==> src/rtl/par_to_ser_tx_pkg.sv <==
// Shared definitions for the parallel-to-serial transmit path: default word
// width (common with the matching deserializer) and the transmit FSM encoding.
package par_to_ser_tx_pkg;

    localparam int DEF_WIDTH = 8;

    typedef enum logic {
        ST_IDLE  = 1'b0,
        ST_SHIFT = 1'b1
    } tx_state_e;

endpackage

==> src/rtl/par_to_ser_tx_piso_shift_core.sv <==
// Shift core: keeps the not-yet-sent bits of the current word and a bit counter.
// The first bit of a word goes straight to the output register on the load edge.
module piso_shift_core
    import par_to_ser_tx_pkg::*;
#(
    parameter int WIDTH     = DEF_WIDTH,
    parameter int MSB_FIRST = 1
) (
    input  logic             clk,
    input  logic             reset,
    input  logic             load,
    input  logic             shift,
    input  logic [WIDTH-1:0] load_word,
    output logic             first_bit,
    output logic             next_bit,
    output logic             last_bit
);

    localparam int CNT_W = $clog2(WIDTH);
    localparam int REM_W = WIDTH - 1;

    logic [REM_W-1:0] rem_r;
    logic [CNT_W-1:0] bit_cnt_r;
    logic [REM_W-1:0] load_rem_s;

    // Only WIDTH-1 bits are stored: the first bit is presented on the load edge.
    assign load_rem_s = (MSB_FIRST != 0) ? load_word[WIDTH-2:0] : load_word[WIDTH-1:1];
    assign first_bit  = (MSB_FIRST != 0) ? load_word[WIDTH-1] : load_word[0];
    assign next_bit   = (MSB_FIRST != 0) ? rem_r[REM_W-1] : rem_r[0];
    assign last_bit   = (bit_cnt_r == CNT_W'(WIDTH - 1));

    // Remaining-bits register and position counter.
    always_ff @(posedge clk) begin
        if (reset) begin
            rem_r     <= {REM_W{1'b0}};
            bit_cnt_r <= {CNT_W{1'b0}};
        end else if (load) begin
            rem_r     <= load_rem_s;
            bit_cnt_r <= {CNT_W{1'b0}};
        end else if (shift) begin
            rem_r     <= (MSB_FIRST != 0) ? (rem_r << 1'b1) : (rem_r >> 1'b1);
            bit_cnt_r <= bit_cnt_r + CNT_W'(1);
        end else begin
            rem_r     <= rem_r;
            bit_cnt_r <= bit_cnt_r;
        end
    end

endmodule

==> src/rtl/par_to_ser_tx.sv <==
// Parallel-to-serial transmitter: valid/ready word intake into a one-entry hold
// buffer, then one bit per clock on ser_out with a frame_start marker per word.
module par_to_ser_tx
    import par_to_ser_tx_pkg::*;
#(
    parameter int   WIDTH      = DEF_WIDTH,
    parameter int   MSB_FIRST  = 1,
    parameter logic IDLE_LEVEL = 1'b0
) (
    input  logic             clk,
    input  logic             reset,
    input  logic [WIDTH-1:0] par_in,
    input  logic             par_valid,
    output logic             par_ready,
    output logic             ser_out,
    output logic             ser_valid,
    output logic             frame_start,
    output logic             busy
);

    tx_state_e        state_r, state_nxt_s;
    logic [WIDTH-1:0] hold_word_r;
    logic             hold_full_r;
    logic             ser_out_r, ser_valid_r, frame_start_r;
    logic             ser_out_nxt_s, ser_valid_nxt_s, frame_start_nxt_s;
    logic             load_now_s, shift_s, accept_s;
    logic             first_bit_s, next_bit_s, last_bit_s;

    piso_shift_core #(
        .WIDTH     (WIDTH),
        .MSB_FIRST (MSB_FIRST)
    ) u_core (
        .clk       (clk),
        .reset     (reset),
        .load      (load_now_s),
        .shift     (shift_s),
        .load_word (hold_word_r),
        .first_bit (first_bit_s),
        .next_bit  (next_bit_s),
        .last_bit  (last_bit_s)
    );

    // Ready depends only on registered state (and reset), never on par_valid.
    assign par_ready   = ~reset & (~hold_full_r | load_now_s);
    assign accept_s    = par_valid & par_ready;
    assign busy        = hold_full_r | (state_r == ST_SHIFT);
    assign ser_out     = ser_out_r;
    assign ser_valid   = ser_valid_r;
    assign frame_start = frame_start_r;

    // Next-state and next-output decode for the transmit FSM.
    always_comb begin
        state_nxt_s       = state_r;
        load_now_s        = 1'b0;
        shift_s           = 1'b0;
        ser_out_nxt_s     = IDLE_LEVEL;
        ser_valid_nxt_s   = 1'b0;
        frame_start_nxt_s = 1'b0;
        case (state_r)
            ST_IDLE: begin
                if (hold_full_r) begin
                    load_now_s        = 1'b1;
                    state_nxt_s       = ST_SHIFT;
                    ser_out_nxt_s     = first_bit_s;
                    ser_valid_nxt_s   = 1'b1;
                    frame_start_nxt_s = 1'b1;
                end else begin
                    state_nxt_s = ST_IDLE;
                end
            end
            ST_SHIFT: begin
                if (!last_bit_s) begin
                    shift_s         = 1'b1;
                    ser_out_nxt_s   = next_bit_s;
                    ser_valid_nxt_s = 1'b1;
                end else if (hold_full_r) begin
                    // Back-to-back word: reload on the last-bit edge, no gap.
                    load_now_s        = 1'b1;
                    state_nxt_s       = ST_SHIFT;
                    ser_out_nxt_s     = first_bit_s;
                    ser_valid_nxt_s   = 1'b1;
                    frame_start_nxt_s = 1'b1;
                end else begin
                    state_nxt_s = ST_IDLE;
                end
            end
            default: begin
                state_nxt_s = ST_IDLE;
            end
        endcase
    end

    // Hold buffer: a same-edge accept refills it while the old word is loaded.
    always_ff @(posedge clk) begin
        if (reset) begin
            hold_word_r <= {WIDTH{1'b0}};
            hold_full_r <= 1'b0;
        end else if (accept_s) begin
            hold_word_r <= par_in;
            hold_full_r <= 1'b1;
        end else if (load_now_s) begin
            hold_word_r <= hold_word_r;
            hold_full_r <= 1'b0;
        end else begin
            hold_word_r <= hold_word_r;
            hold_full_r <= hold_full_r;
        end
    end

    // FSM state and registered serial outputs.
    always_ff @(posedge clk) begin
        if (reset) begin
            state_r       <= ST_IDLE;
            ser_out_r     <= IDLE_LEVEL;
            ser_valid_r   <= 1'b0;
            frame_start_r <= 1'b0;
        end else begin
            state_r       <= state_nxt_s;
            ser_out_r     <= ser_out_nxt_s;
            ser_valid_r   <= ser_valid_nxt_s;
            frame_start_r <= frame_start_nxt_s;
        end
    end

endmodule

==> config.mk <==
export PLATFORM = sky130hd
export DESIGN_NAME = par_to_ser_tx
export DESIGN_NICKNAME = d
export VERILOG_FILES = /design/src/rtl/par_to_ser_tx_pkg.sv /design/src/rtl/par_to_ser_tx_piso_shift_core.sv /design/src/rtl/par_to_ser_tx.sv
export SDC_FILE = /design/constraint.sdc
export NUM_CORES = 1
export LEC_CHECK = 0
export ABC_AREA = 1
export BUFFER_PORTS_ARGS = -buffer_cell sky130_fd_sc_hd__buf_2
export CORE_MARGIN = 5
export CORE_UTILIZATION = 25
export CTS_BUF_LIST = sky130_fd_sc_hd__clkbuf_8
export CTS_CLUSTER_DIAMETER = 40
export DETAILED_ROUTE_END_ITERATION = 8
export HOLD_SLACK_MARGIN = 0.06
export SLEW_MARGIN = 30
export SYNTH_ARGS = -nofsm -noshare
export SYNTH_HDL_FRONTEND = slang
export SYNTH_HIERARCHICAL = 1
export SYNTH_SLANG_ARGS = --single-unit
export TNS_END_PERCENT = 20
==> constraint.sdc <==
create_clock -name clk -period 2.01 [get_ports clk]
set_clock_uncertainty 0.05 [all_clocks]
set_input_delay 0.1005 -clock clk [delete_from_list [all_inputs] [get_ports clk]]
set_output_delay 0.1005 -clock clk [all_outputs]
set_load 0.02 [all_outputs]
# After elaboration in Yosys (flattened, before gate mapping)
# Cells that the tools add are included.
# word_totals
memories	0
rom_bits	0
latch_bits	0
ramBits	0
register_bits	22
# op_classes
n_shift	0
magnitude_cmp	0
div	0
reduce_logical	3
bitwise_logic	7
muxes	14
eq_ne	1
mul	0
addsub	1
# op_table
op	n
two-way mux 7 bit	2
two-way mux 1 bit	9
case mux 1 bit (2 select lines)	3
nonzero test 2 bit	2
adder 3 x 1 -> 3 bit (second input constant)	1
== test 3 bit (second input constant)	1
inverter 1 bit	3
AND 1 bit	2
OR 1 bit	2
OR reduction 2 bit	1

# Logic depth before layout (Yosys ltp)
# Gate-level depths: netlist of the first run.
# logic_depth
ltp_word	7
mapped_depth	10
ltp_nobuf	9

# Modules after synthesis
# Netlist of the first run, hierarchy kept.
# modules_own_cells
module	area_per_inst_um2	n_inst	cells_per_inst	seq_area_each_um2
par_to_ser_tx	544.3	1	75	240.2
piso_shift_core	493.0	1	68	200.2

# Least setup slack after synthesis of the first run
# OpenSTA, ideal clock, no wires.
# synth_path
path_kind	register to register
start	register u_core.bit_cnt_r[0]
end	register u_core.rem_r[2]
synth_period_minus_slack_ps	1555
setup_slack_ps	455
n_path_buf	1
path_stages_with_launch	9
t_arrival_ps	1439
path_cell_list	dfxtp_1 ha_1 ha_1 nor2_4 nor2_2 clkbuf_8 nor2_4 nand2_1 a21oi_2
# synth_between
elab_chain_cells	4
elab_cells_between_ends	7
classes_between	eq/ne: 1; mux: 5; reduce/logical: 1
# synth_lines
item	line_no	rtl
from (decl)	par_to_ser_tx_piso_shift_core.sv:23	logic [CNT_W-1:0] bit_cnt_r;
from (signal assigned)	par_to_ser_tx_piso_shift_core.sv:36	bit_cnt_r <= {CNT_W{1'b0}};
from (signal assigned)	par_to_ser_tx_piso_shift_core.sv:39	bit_cnt_r <= {CNT_W{1'b0}};
from (signal assigned)	par_to_ser_tx_piso_shift_core.sv:42	bit_cnt_r <= bit_cnt_r + CNT_W'(1);
== test 3 bit	par_to_ser_tx_piso_shift_core.sv:30	assign last_bit = (bit_cnt_r == CNT_W'(WIDTH - 1));
via last_bit_s	par_to_ser_tx.sv:27	logic first_bit_s, next_bit_s, last_bit_s;
two-way mux 1 bit	par_to_ser_tx.sv:72	if (!last_bit_s) begin
two-way mux 1 bit	par_to_ser_tx.sv:59	case (state_r)
via shift_s	par_to_ser_tx.sv:26	logic load_now_s, shift_s, accept_s;
nonzero test 2 bit (no line)	-	
to (signal assigned)	par_to_ser_tx_piso_shift_core.sv:35	rem_r <= {REM_W{1'b0}};
to (signal assigned)	par_to_ser_tx_piso_shift_core.sv:38	rem_r <= load_rem_s;
to (signal assigned)	par_to_ser_tx_piso_shift_core.sv:41	rem_r <= (MSB_FIRST != 0) ? (rem_r << 1'b1) : (rem_r >> 1'b1);
to (decl)	par_to_ser_tx_piso_shift_core.sv:22	logic [REM_W-1:0] rem_r;
# The timed path passes the listed nets, and every way through them passes these cells.
# A chain may end at the register's enable or synchronous reset.

# Worst setup path after layout of the first run
# layout_path
start	register u_core.bit_cnt_r[0]
end	output par_ready
# layout_between
elab_chain_cells	5
# layout_lines
item	line_no	rtl
== test 3 bit	par_to_ser_tx_piso_shift_core.sv:30	
via last_bit_s	par_to_ser_tx.sv:27	
two-way mux 1 bit	par_to_ser_tx.sv:72	
case mux 1 bit (2 select lines)	par_to_ser_tx.sv:59	
OR 1 bit	par_to_ser_tx.sv:44	assign par_ready = ~reset & (~hold_full_r | load_now_s);
AND 1 bit	par_to_ser_tx.sv:44	
to (decl)	par_to_ser_tx.sv:14	output logic par_ready,
# The timed path passes the listed nets, and every way through them passes these cells.

==> run_results.csv, run 1 <==
group,metric,value,unit
run_status,outcome,"completed",
logic_synthesis,synth-xor-area-share,0.844,%
sta,max_freq,0.575,GHz
worst_setup_path,worstSetupPathDepth,7,
finish,drive_gt1_share,20.1,%
worst_setup_path,reg2reg_slack,0.35,ns
finish,area_growth,22.4,%
clocking,cts_tree,"done",
sta,hold_slack,0.133,ns
worst_setup_path,path_delay_family,"adder cells",
clocking,clk_latency,0.26,ns
hold_path,worstHoldEndpoint,"hold_full_r$_SDFFE_PP0P_",
power,power,1.01,mW
finish,fin_nets,178,
power,intPower,777,uW
place,gp_congestion,0.771,
sta,tightest_slew,0.433,ns
power,sw_frac_of_total,22.9,%
worst_setup_path,cp_cell_sequence,"ha_1, ha_1, inv_2, nand3_2, nand2_1, inv_1, buf_2",
place,place_hpwl,1480,um
power,switchingPower,231,uW
hold_path,min_from,"par_valid",
logic_synthesis,seq_area_frac_synth,42.5,%
die,initial_core_util,25.9,%
clocking,cts_buffers,3,
worst_setup_path,required,1.86,ns
routing,vias,892,
sta,fin_crit_sh,86.5,%
logic_synthesis,yosysUniqueCellTypes,20,
die,fp-row-count,23,
worst_setup_path,cp_num_buf_inv,3,
clocking,cts_root_buffer,"clkbuf_8",
logic_synthesis,synth-adder-area-share,2.41,%
logic_synthesis,synth_mux_area_share,0,%
sta,rsz0062_at_grt,"no",
logic_synthesis,async_reset_ff_share,0,%
worst_setup_path,timing.rr.start,"u_core/bit_cnt_r[0]$_SDFFE_PP0P_",
sta,relSlewSlack,71.1,%
worst_setup_path,setup.worst_path.start_class,"register",
clocking,htree_levels,1,
die,coreArea,4000,um2
routing,detail_route.iter0.violations,40,
routing,ant_nets,0,
grt,busiest_layer,"met2",
power,power_frac_seq,47.0,%
grt,use_met3,2.16,%
worst_setup_path,cp.arrival,1.59,ns
finish,fillers,418,
worst_setup_path,slowest_stage,"dfxtp_1",
die,fp.dieW,74.4,um
logic_synthesis,synth_top_family_by_area,"simple AND/OR/NAND/NOR gates",
place,numPortBuffers,15,
die,fp.dieH,74.4,um
clocking,cts_buffer_depth,2,
grt,antenna_found_initial,0,
hold_path,hold_depth,3,
power,peakVddDrop,0.000268,V
die,ios,16,
grt,grt_pass1_vias,859,
routing,route.detailed.drc,0,
die,die-area,5540,um2
sta,final.min_clock_period,1.74,ns
grt,use_met1,10.3,%
logic_synthesis,syn_nets,156,
grt,track_usage,8.43,%
power,leakagePower,0.624,nW
logic_synthesis,syn-instance-count,143,
worst_setup_path,crit_type,"register to output port",
routing,drt_pass1_iterations,4,
logic_synthesis,synth-edff-count,0,
logic_synthesis,synth-simple-area-share,36.7,%
logic_synthesis,yosysWarningCount,6,
sta,final.setup.tns,0,ns
sta,final-hold-violation-count,0,
finish,layout_commonest_cell,"nand2_1",
logic_synthesis,synth_seq_cells,22,
hold_path,min_path_type,"input pin to register",
worst_setup_path,worstReg2RegEnd,"u_core/rem_r[4]$_SDFFE_PP0P_",
finish,layout_common_cells,"nand2_1, dfxtp_1, inv_1",
worst_setup_path,reg2regPathDepth,9,
power,clkPwrFrac,40.3,%
logic_synthesis,synth_flop_cell,"dfxtp_1",
logic_synthesis,synth-compound-area-share,3.14,%
grt,grt_max_degree,16,
run,maxCapViolCount,0,
clocking,clkSinkCount,22,
power,power_density,793,nW/um2
clocking,clk_pin_slew,0.08,ns
finish,diodes,0,
grt,overflow,0,
worst_setup_path,cp-end-kind,"output port",
worst_setup_path,crit_fanout,11,
worst_setup_path,critPathMostFrequentCell,"ha_1",
grt,grt_pass1_wl,3610,um
clocking,cts_resized,0,
sta,finalMaxSlewViolations,0,
grt,use_met2,13.5,%
routing,wl,2010,um
sta,setup_violations,0,
power,p_comb_share,12.7,%
logic_synthesis,netlist_area,1040,um2
routing,wl_per_cell,9.37,um
routing,viasPerCell,4.17,
worst_setup_path,cpPeakStageDelay,0.32,ns
logic_synthesis,avgSynthCellArea,7.25,um2
stage by stage:
stage | worst slack, ns | cells | util, % | cell area [um2]
global placement | 0.384 | 202 | 28.0 | 1120
floorplan | 0.455 | 143 | - | 1040
CTS | 0.265 | 214 | 31.7 | 1270
global route | 0.173 | 214 | 31.7 | 1270
finish | 0.272 | 214 | 31.7 | 1270
detailed placement | 0.360 | 202 | 28.0 | 1120
registers in the layout, summed over array words and instances (netlist names):
register          cells
frame_start           1
hold_full_r           1
hold_word_r           8
ser_out               1
ser_valid             1
u_core/bit_cnt_r      3
u_core/rem_r          7
kinds of logic after synthesis:
group,Yosys count
fa+ha+maj,2
flops,22
xor+xnor,1
compound gates,5
buf+inv,30
simple gates,83
power by group through the flow:
| stage | Clock, mW | Combinational [mW] | Sequential [mW] |
|---|---|---|---|
| global route | 0.439 | 0.147 | 0.477 |
| global placement | 0 | 0.117 | 0.484 |
| floorplan | 0 | 0.0923 | 0.484 |
| CTS | 0.418 | 0.130 | 0.474 |
| finish | 0.406 | 0.128 | 0.474 |
| detailed placement | 0 | 0.117 | 0.484 |
layer usage:
layer	part of all wire [%]	up-vias
met3	2.5	4
met5	0	-
met2	45	15
met1	50	390
met4	2.1	0
li1	-	483
worst max-delay path by stage:
stage | from | endpoint | slack (ns)
3_3_place_gp | u_core/bit_cnt_r[0]$_SDFFE_PP0P_ | u_core/rem_r[3]$_SDFFE_PP0P_ | 0.38
6_report | u_core/bit_cnt_r[0]$_SDFFE_PP0P_ | par_ready | 0.27
4_1_cts | u_core/bit_cnt_r[0]$_SDFFE_PP0P_ | par_ready | 0.26
5_1_grt | u_core/bit_cnt_r[0]$_SDFFE_PP0P_ | u_core/rem_r[3]$_SDFFE_PP0P_ | 0.17
3_5_place_dp | u_core/bit_cnt_r[0]$_SDFFE_PP0P_ | u_core/rem_r[6]$_SDFFE_PP0P_ | 0.36
2_1_floorplan | u_core/bit_cnt_r[0]$_SDFFE_PP0P_ | u_core/rem_r[2]$_SDFFE_PP0P_ | 0.45
tightest hold or removal path: stages:
cell     delay, ns
buf_2         0.17
inv_1         0.08
a21oi_2       0.05
synthesized netlist by cell type (2+ instances only):
master	n	share of area, %
nand4_1	8	4.8
nand3_2	2	1.9
buf_6	2	2.2
inv_2	5	1.8
buf_4	3	2.2
a21oi_2	2	1.7
inv_1	18	6.5
nand2_1	45	16
nor2_1	11	4.0
a21oi_1	3	1.4
nand3_1	12	5.8
ha_1	2	2.4
nor2_4	2	2.2
dfxtp_1	22	42
timing repair:
| action | CTS | global route |
|---|---|---|
| buffers inserted | 0 | 0 |
| hold endpoints to repair | 8 | 0 |
| hold buffers | 8 | 0 |
cell type report:
cell class	instances	area (um2)	share of cell area (%)
Sequential cell	22	440	34.7
Multi-Input combinational cell	91	447	35.2
Clock inverter	1	30.0	2.36
Tap cell	50	62.6	4.93
Clock buffer	3	41.3	3.25
Inverter	23	86.3	6.80
Timing Repair Buffer	24	163	12.8
Power figures use the tool's default switching activity.
==> inputs of run 2 (changes only) <==
--- a/config.mk
+++ b/config.mk
@@ -13,6 +13,7 @@
 export CTS_CLUSTER_DIAMETER = 40
 export DETAILED_ROUTE_END_ITERATION = 8
 export HOLD_SLACK_MARGIN = 0.06
+export PLACE_DENSITY_LB_ADDON = 0.3
 export SLEW_MARGIN = 30
 export SYNTH_ARGS = -nofsm -noshare
 export SYNTH_HDL_FRONTEND = slang
==> run_results.csv, run 2 (synthesized netlist as in run 1, its figures left out) <==
group,metric,value,unit
run_status,outcome,"completed",
place,place_hpwl,1430,um
die,fp.dieH,74.4,um
clocking,cts_tree,"done",
run,maxCapViolCount,0,
clocking,htree_levels,1,
finish,fin_util,31.2,%
finish,drive_gt1_share,20.1,%
sta,setup_violations,0,
sta,rsz0062_at_grt,"no",
die,initial_core_util,25.9,%
worst_setup_path,crit_type,"register to output port",
finish,area_growth,20.3,%
worst_setup_path,slowest_stage,"dfxtp_1",
sta,final.setup.tns,0,ns
grt,use_met3,2.16,%
grt,grt_max_degree,16,
grt,overflow,0,
routing,wl_per_cell,9.20,um
finish,largest_reg_flops,8,
grt,antenna_found_initial,0,
sta,finalMaxSlewViolations,0,
worst_setup_path,required,1.86,ns
routing,vias,842,
routing,ant_nets,0,
die,fp-row-count,23,
clocking,cts_resized,0,
clocking,clk_pin_slew,0.07,ns
worst_setup_path,cp_cell_sequence,"ha_1, ha_1, inv_2, nand3_2, nand2_1, inv_1, buf_2",
hold_path,min_path_type,"input pin to register",
worst_setup_path,crit_fanout,11,
worst_setup_path,critPathMostFrequentCell,"ha_1",
place,gp_congestion,0.789,
sta,relSlewSlack,78.3,%
routing,detail_route.iter0.violations,26,
die,fp.dieW,74.4,um
grt,track_usage,7.96,%
grt,grt_pass1_wl,3470,um
finish,fin_nets,179,
sta,final-hold-violation-count,0,
die,coreArea,4000,um2
sta,fin_crit_sh,86.8,%
finish,regMostFlops,"hold_word_r",
finish,reg_top3,"hold_word_r: 8 flops, u_core/rem_r: 7 flops, u_core/bit_cnt_r: 3 flops",
die,die-area,5540,um2
clocking,clkSinkCount,22,
routing,drt_pass1_iterations,4,
worst_setup_path,setup.worst_path.start_class,"register",
clocking,clk_latency,0.25,ns
routing,wl,1970,um
power,leakagePower,0.615,nW
finish,diodes,0,
routing,viasPerCell,3.93,
worst_setup_path,path_delay_family,"adder cells",
worst_setup_path,cp_num_buf_inv,3,
place,dp_cells,203,
power,peakVddDrop,0.000288,V
sta,tightest_slew,0.326,ns
finish,layout_commonest_cell,"nand2_1",
sta,max_freq,0.573,GHz
grt,busiest_layer,"met2",
grt,use_met2,11.4,%
finish,instances_no_fill,214,
sta,final.min_clock_period,1.75,ns
grt,grt_pass1_vias,780,
clocking,cts_buffer_depth,2,
clocking,cts_root_buffer,"clkbuf_8",
clocking,cts_buffers,3,
routing,route.detailed.drc,0,
grt,use_met1,11.3,%
worst_setup_path,cpPeakStageDelay,0.32,ns
power,power_density,693,nW/um2
die,ios,16,
finish,layout_common_cells,"nand2_1, dfxtp_1, inv_1",
worst_setup_path,cp-end-kind,"output port",
place,numPortBuffers,15,
worst_setup_path,cp.arrival,1.59,ns
run 2: cell type report:
type / count / area (um2)
timing repair buffer: 25 / 170
tap: 50 / 62.6
clock buffer: 3 / 41.3
multi-input combinational: 91 / 447
inverter: 23 / 86.3
sequential: 22 / 440
fill: 427 / 2750
run 2: worst min-delay path, stage by stage:
cell and delay [ns]:
buf_2 0.16, inv_1 0.08, a21oi_2 0.05
run 2: where the power goes:
| part | switching (mW) | internal, mW | leakage [nW] |
|---|---|---|---|
| Clock | 0.129 | 0.133 | 0.0216 |
| Sequential | 0.0136 | 0.460 | 0.180 |
| Combinational | 0.0765 | 0.0529 | 0.413 |
| Total | 0.219 | 0.646 | 0.615 |
run 2: routing by layer:
layer / part of all wire [%] / up-vias
met1: 51 / 336
met5: 0 / -
li1: - / 480
met3: 4.9 / 2
met2: 43 / 24
met4: 1.1 / 0
run 2: what timing repair did:
| action | CTS | global route |
|---|---|---|
| endpoints found under the hold margin | 8 | 0 |
| setup buffers | 0 | 0 |
| hold buffers | 8 | 0 |
run 2: worst paths after layout:
path,depth (start not counted),from,slack [ns],endpoint
worst max-delay path,7,u_core/bit_cnt_r[0]$_SDFFE_PP0P_,0.26,par_ready
worst min register to register,2,u_core/rem_r[0]$_SDFFE_PP0P_,0.42,u_core/rem_r[0]$_SDFFE_PP0P_
worst max register to register,9,u_core/bit_cnt_r[0]$_SDFFE_PP0P_,0.46,u_core/rem_r[6]$_SDFFE_PP0P_
worst min-delay path,3,par_valid,0.13,hold_full_r$_SDFFE_PP0P_
run 2: metrics by stage:
stage	cell area, um2	total power, mW	worst slack (ns)	hold WS (ns)
3_3_place_gp	1130	0.603	0.497	0.295
6_report	1250	0.865	0.265	0.135
5_1_grt	1250	0.915	0.167	0.142
3_5_place_dp	1130	0.602	0.476	0.297
4_1_cts	1250	0.880	0.243	0.130
2_1_floorplan	1040	0.577	0.455	0.113
==> inputs of run 3 (changes only) <==
--- a/config.mk
+++ b/config.mk
@@ -7,13 +7,13 @@
 export LEC_CHECK = 0
 export ABC_AREA = 1
 export BUFFER_PORTS_ARGS = -buffer_cell sky130_fd_sc_hd__buf_2
-export CORE_MARGIN = 5
 export CORE_UTILIZATION = 25
 export CTS_BUF_LIST = sky130_fd_sc_hd__clkbuf_8
 export CTS_CLUSTER_DIAMETER = 40
 export DETAILED_ROUTE_END_ITERATION = 8
 export HOLD_SLACK_MARGIN = 0.06
 export PLACE_DENSITY_LB_ADDON = 0.3
+export SKIP_LAST_GASP = 1
 export SLEW_MARGIN = 30
 export SYNTH_ARGS = -nofsm -noshare
 export SYNTH_HDL_FRONTEND = slang
==> constraint.sdc (replaced) <==
create_clock -name clk -period 1.6 [get_ports clk]
set_clock_uncertainty 0.05 [all_clocks]
set_input_delay 0.08 -clock clk [delete_from_list [all_inputs] [get_ports clk]]
set_output_delay 0.08 -clock clk [all_outputs]
set_load 0.02 [all_outputs]
==> run_results.csv, run 3 (synthesized netlist as in run 1, its figures left out) <==
group,metric,value,unit
routing,wl,2120,um
worst_setup_path,crit_type,"register to output port",
die,ios,16,
grt,antenna_found_initial,0,
finish,fin_area,1320,um2
routing,ant_nets,0,
clocking,clk_pin_slew,0.08,ns
grt,grt_max_degree,16,
die,fp.dieW,66.4,um
grt,track_usage,11.3,%
clocking,clkSinkCount,22,
worst_setup_path,cpPeakStageDelay,0.32,ns
hold_path,min_from,"par_valid",
routing,drt_pass1_iterations,4,
die,initial_core_util,25.9,%
sta,max_freq,0.656,GHz
place,numPortBuffers,15,
finish,reg_top3,"hold_word_r: 8 flops, u_core/rem_r: 7 flops, u_core/bit_cnt_r: 3 flops",
sta,final-hold-violation-count,0,
die,fp.dieH,66.4,um
place,place_hpwl,1460,um
finish,fillers,436,
finish,fin_nets,182,
place,dpl_cell_area,1130,um2
sta,finalMaxSlewViolations,0,
worst_setup_path,slowest_stage,"dfxtp_1",
routing,viasPerCell,4.20,
clocking,htree_levels,1,
routing,detail_route.iter0.violations,19,
hold_path,worstHoldEndpoint,"hold_full_r$_SDFFE_PP0P_",
power,peakVddDrop,0.000406,V
hold_path,hold_depth,3,
worst_setup_path,cp.arrival,1.39,ns
finish,seqCellArea,440,um2
sta,fin_crit_sh,95.2,%
sta,relSlewSlack,79.3,%
worst_setup_path,reg2regPathDepth,9,
finish,layout_commonest_cell,"nand2_1",
grt,grt_pass1_vias,833,
sta,final.min_clock_period,1.52,ns
worst_setup_path,timing.rr.start,"u_core/bit_cnt_r[0]$_SDFFE_PP0P_",
place,gp_congestion,0.710,
clocking,cts_root_buffer,"clkbuf_8",
run_status,outcome,"completed",
die,coreArea,4000,um2
finish,multi_input_area,467,um2
power,power,1.29,mW
routing,route.detailed.drc,0,
finish,diodes,0,
finish,layout_common_cells,"nand2_1, dfxtp_1, inv_1",
hold_path,min_path_type,"input pin to register",
die,die-area,4410,um2
die,fp-row-count,23,
routing,vias,916,
clocking,cts_tree,"done",
worst_setup_path,worstReg2RegEnd,"u_core/rem_r[5]$_SDFFE_PP0P_",
worst_setup_path,cp-end-kind,"output port",
finish,largest_reg_flops,8,
finish,regMostFlops,"hold_word_r",
finish,drive_gt1_share,22.0,%
sta,setup_violations,0,
power,power_density,977,nW/um2
worst_setup_path,required,1.47,ns
routing,wl_per_cell,9.73,um
worst_setup_path,setup.worst_path.start_class,"register",
run,maxCapViolCount,0,
worst_setup_path,critPathMostFrequentCell,"ha_1",
finish,area_growth,27.6,%
clocking,cts_buffer_depth,2,
power,leakagePower,0.645,nW
grt,grt_pass1_wl,3680,um
worst_setup_path,reg2reg_slack,0.10,ns
worst_setup_path,critPathLaunch,"u_core/bit_cnt_r[0]$_SDFFE_PP0P_",
grt,overflow,0,
worst_setup_path,crit_fanout,2,
clocking,clk_latency,0.26,ns
worst_setup_path,cp_cell_sequence,"ha_1, ha_1, inv_2, nand3_4, nand2_1, inv_1, buf_2",
sta,tightest_slew,0.310,ns
sta,rsz0062_at_grt,"yes",
clocking,cts_buffers,3,
## run 3: layout make-up
class / instances / share of cell area [%]
Timing Repair Buffer: 28 / 14.8
Clock buffer: 3 / 3.12
Inverter: 23 / 6.52
Sequential cell: 22 / 33.3
Multi-Input combinational cell: 91 / 35.3
Tap cell: 50 / 4.73
Clock inverter: 1 / 2.27
## run 3: routing by layer
layer	up-vias	global-route usage, %	share of wire (%)
li1	490	-	-
met1	405	13.9	49
met2	19	18.0	46
met3	2	2.93	3.4
met4	0	5.85	1.5
met5	-	0	0
## run 3: how the worst max path moves through the flow
stage / cells past startpoint / slack (ns) / end
2_1_floorplan: 8 / 0.04 / u_core/rem_r[2]$_SDFFE_PP0P_
3_3_place_gp: 9 / 0.12 / u_core/rem_r[1]$_SDFFE_PP0P_
3_5_place_dp: 9 / 0.09 / u_core/rem_r[1]$_SDFFE_PP0P_
4_1_cts: 7 / 0.06 / par_ready
5_1_grt: 7 / -0.02 / par_ready
6_report: 7 / 0.08 / par_ready
## run 3: metrics by stage
stage / worst slack (ns) / hold WS (ns) / TNS [ns] / instances / util, %
after floorplan: 0.0448 / 0.0924 / 0 / 143 / -
after global placement: 0.117 / 0.274 / 0 / 204 / 28.3
after detailed placement: 0.0922 / 0.276 / 0 / 204 / 28.3
after CTS: 0.0573 / 0.0978 / 0 / 217 / 32.5
after global routing: -0.0250 / 0.122 / -0.0395 / 218 / 33.1
final: 0.0765 / 0.118 / 0 / 218 / 33.1
## run 3: critical path, delay by kind of cell (launching register included)
kind                       cells  cell delay (ns)
adders and majority gates      2             0.42
DFF                            1             0.32
buffers and inverters          3             0.25
and+or+nand+nor                2             0.13
## run 3: power by group
group | internal, mW | leakage, nW | switching (mW)
clock network | 0.334 | 0.0357 | 0.185
registers | 0.578 | 0.180 | 0.0185
logic | 0.0758 | 0.429 | 0.102
total | 0.987 | 0.645 | 0.306
## run 3: timing repair
item,in CTS,in global routing
pin swaps,0,1
endpoints found under the hold margin,8,0
resized for setup,1,3
setup buffers,1,1
endpoints found under the setup margin,1,12
hold buffers,8,0
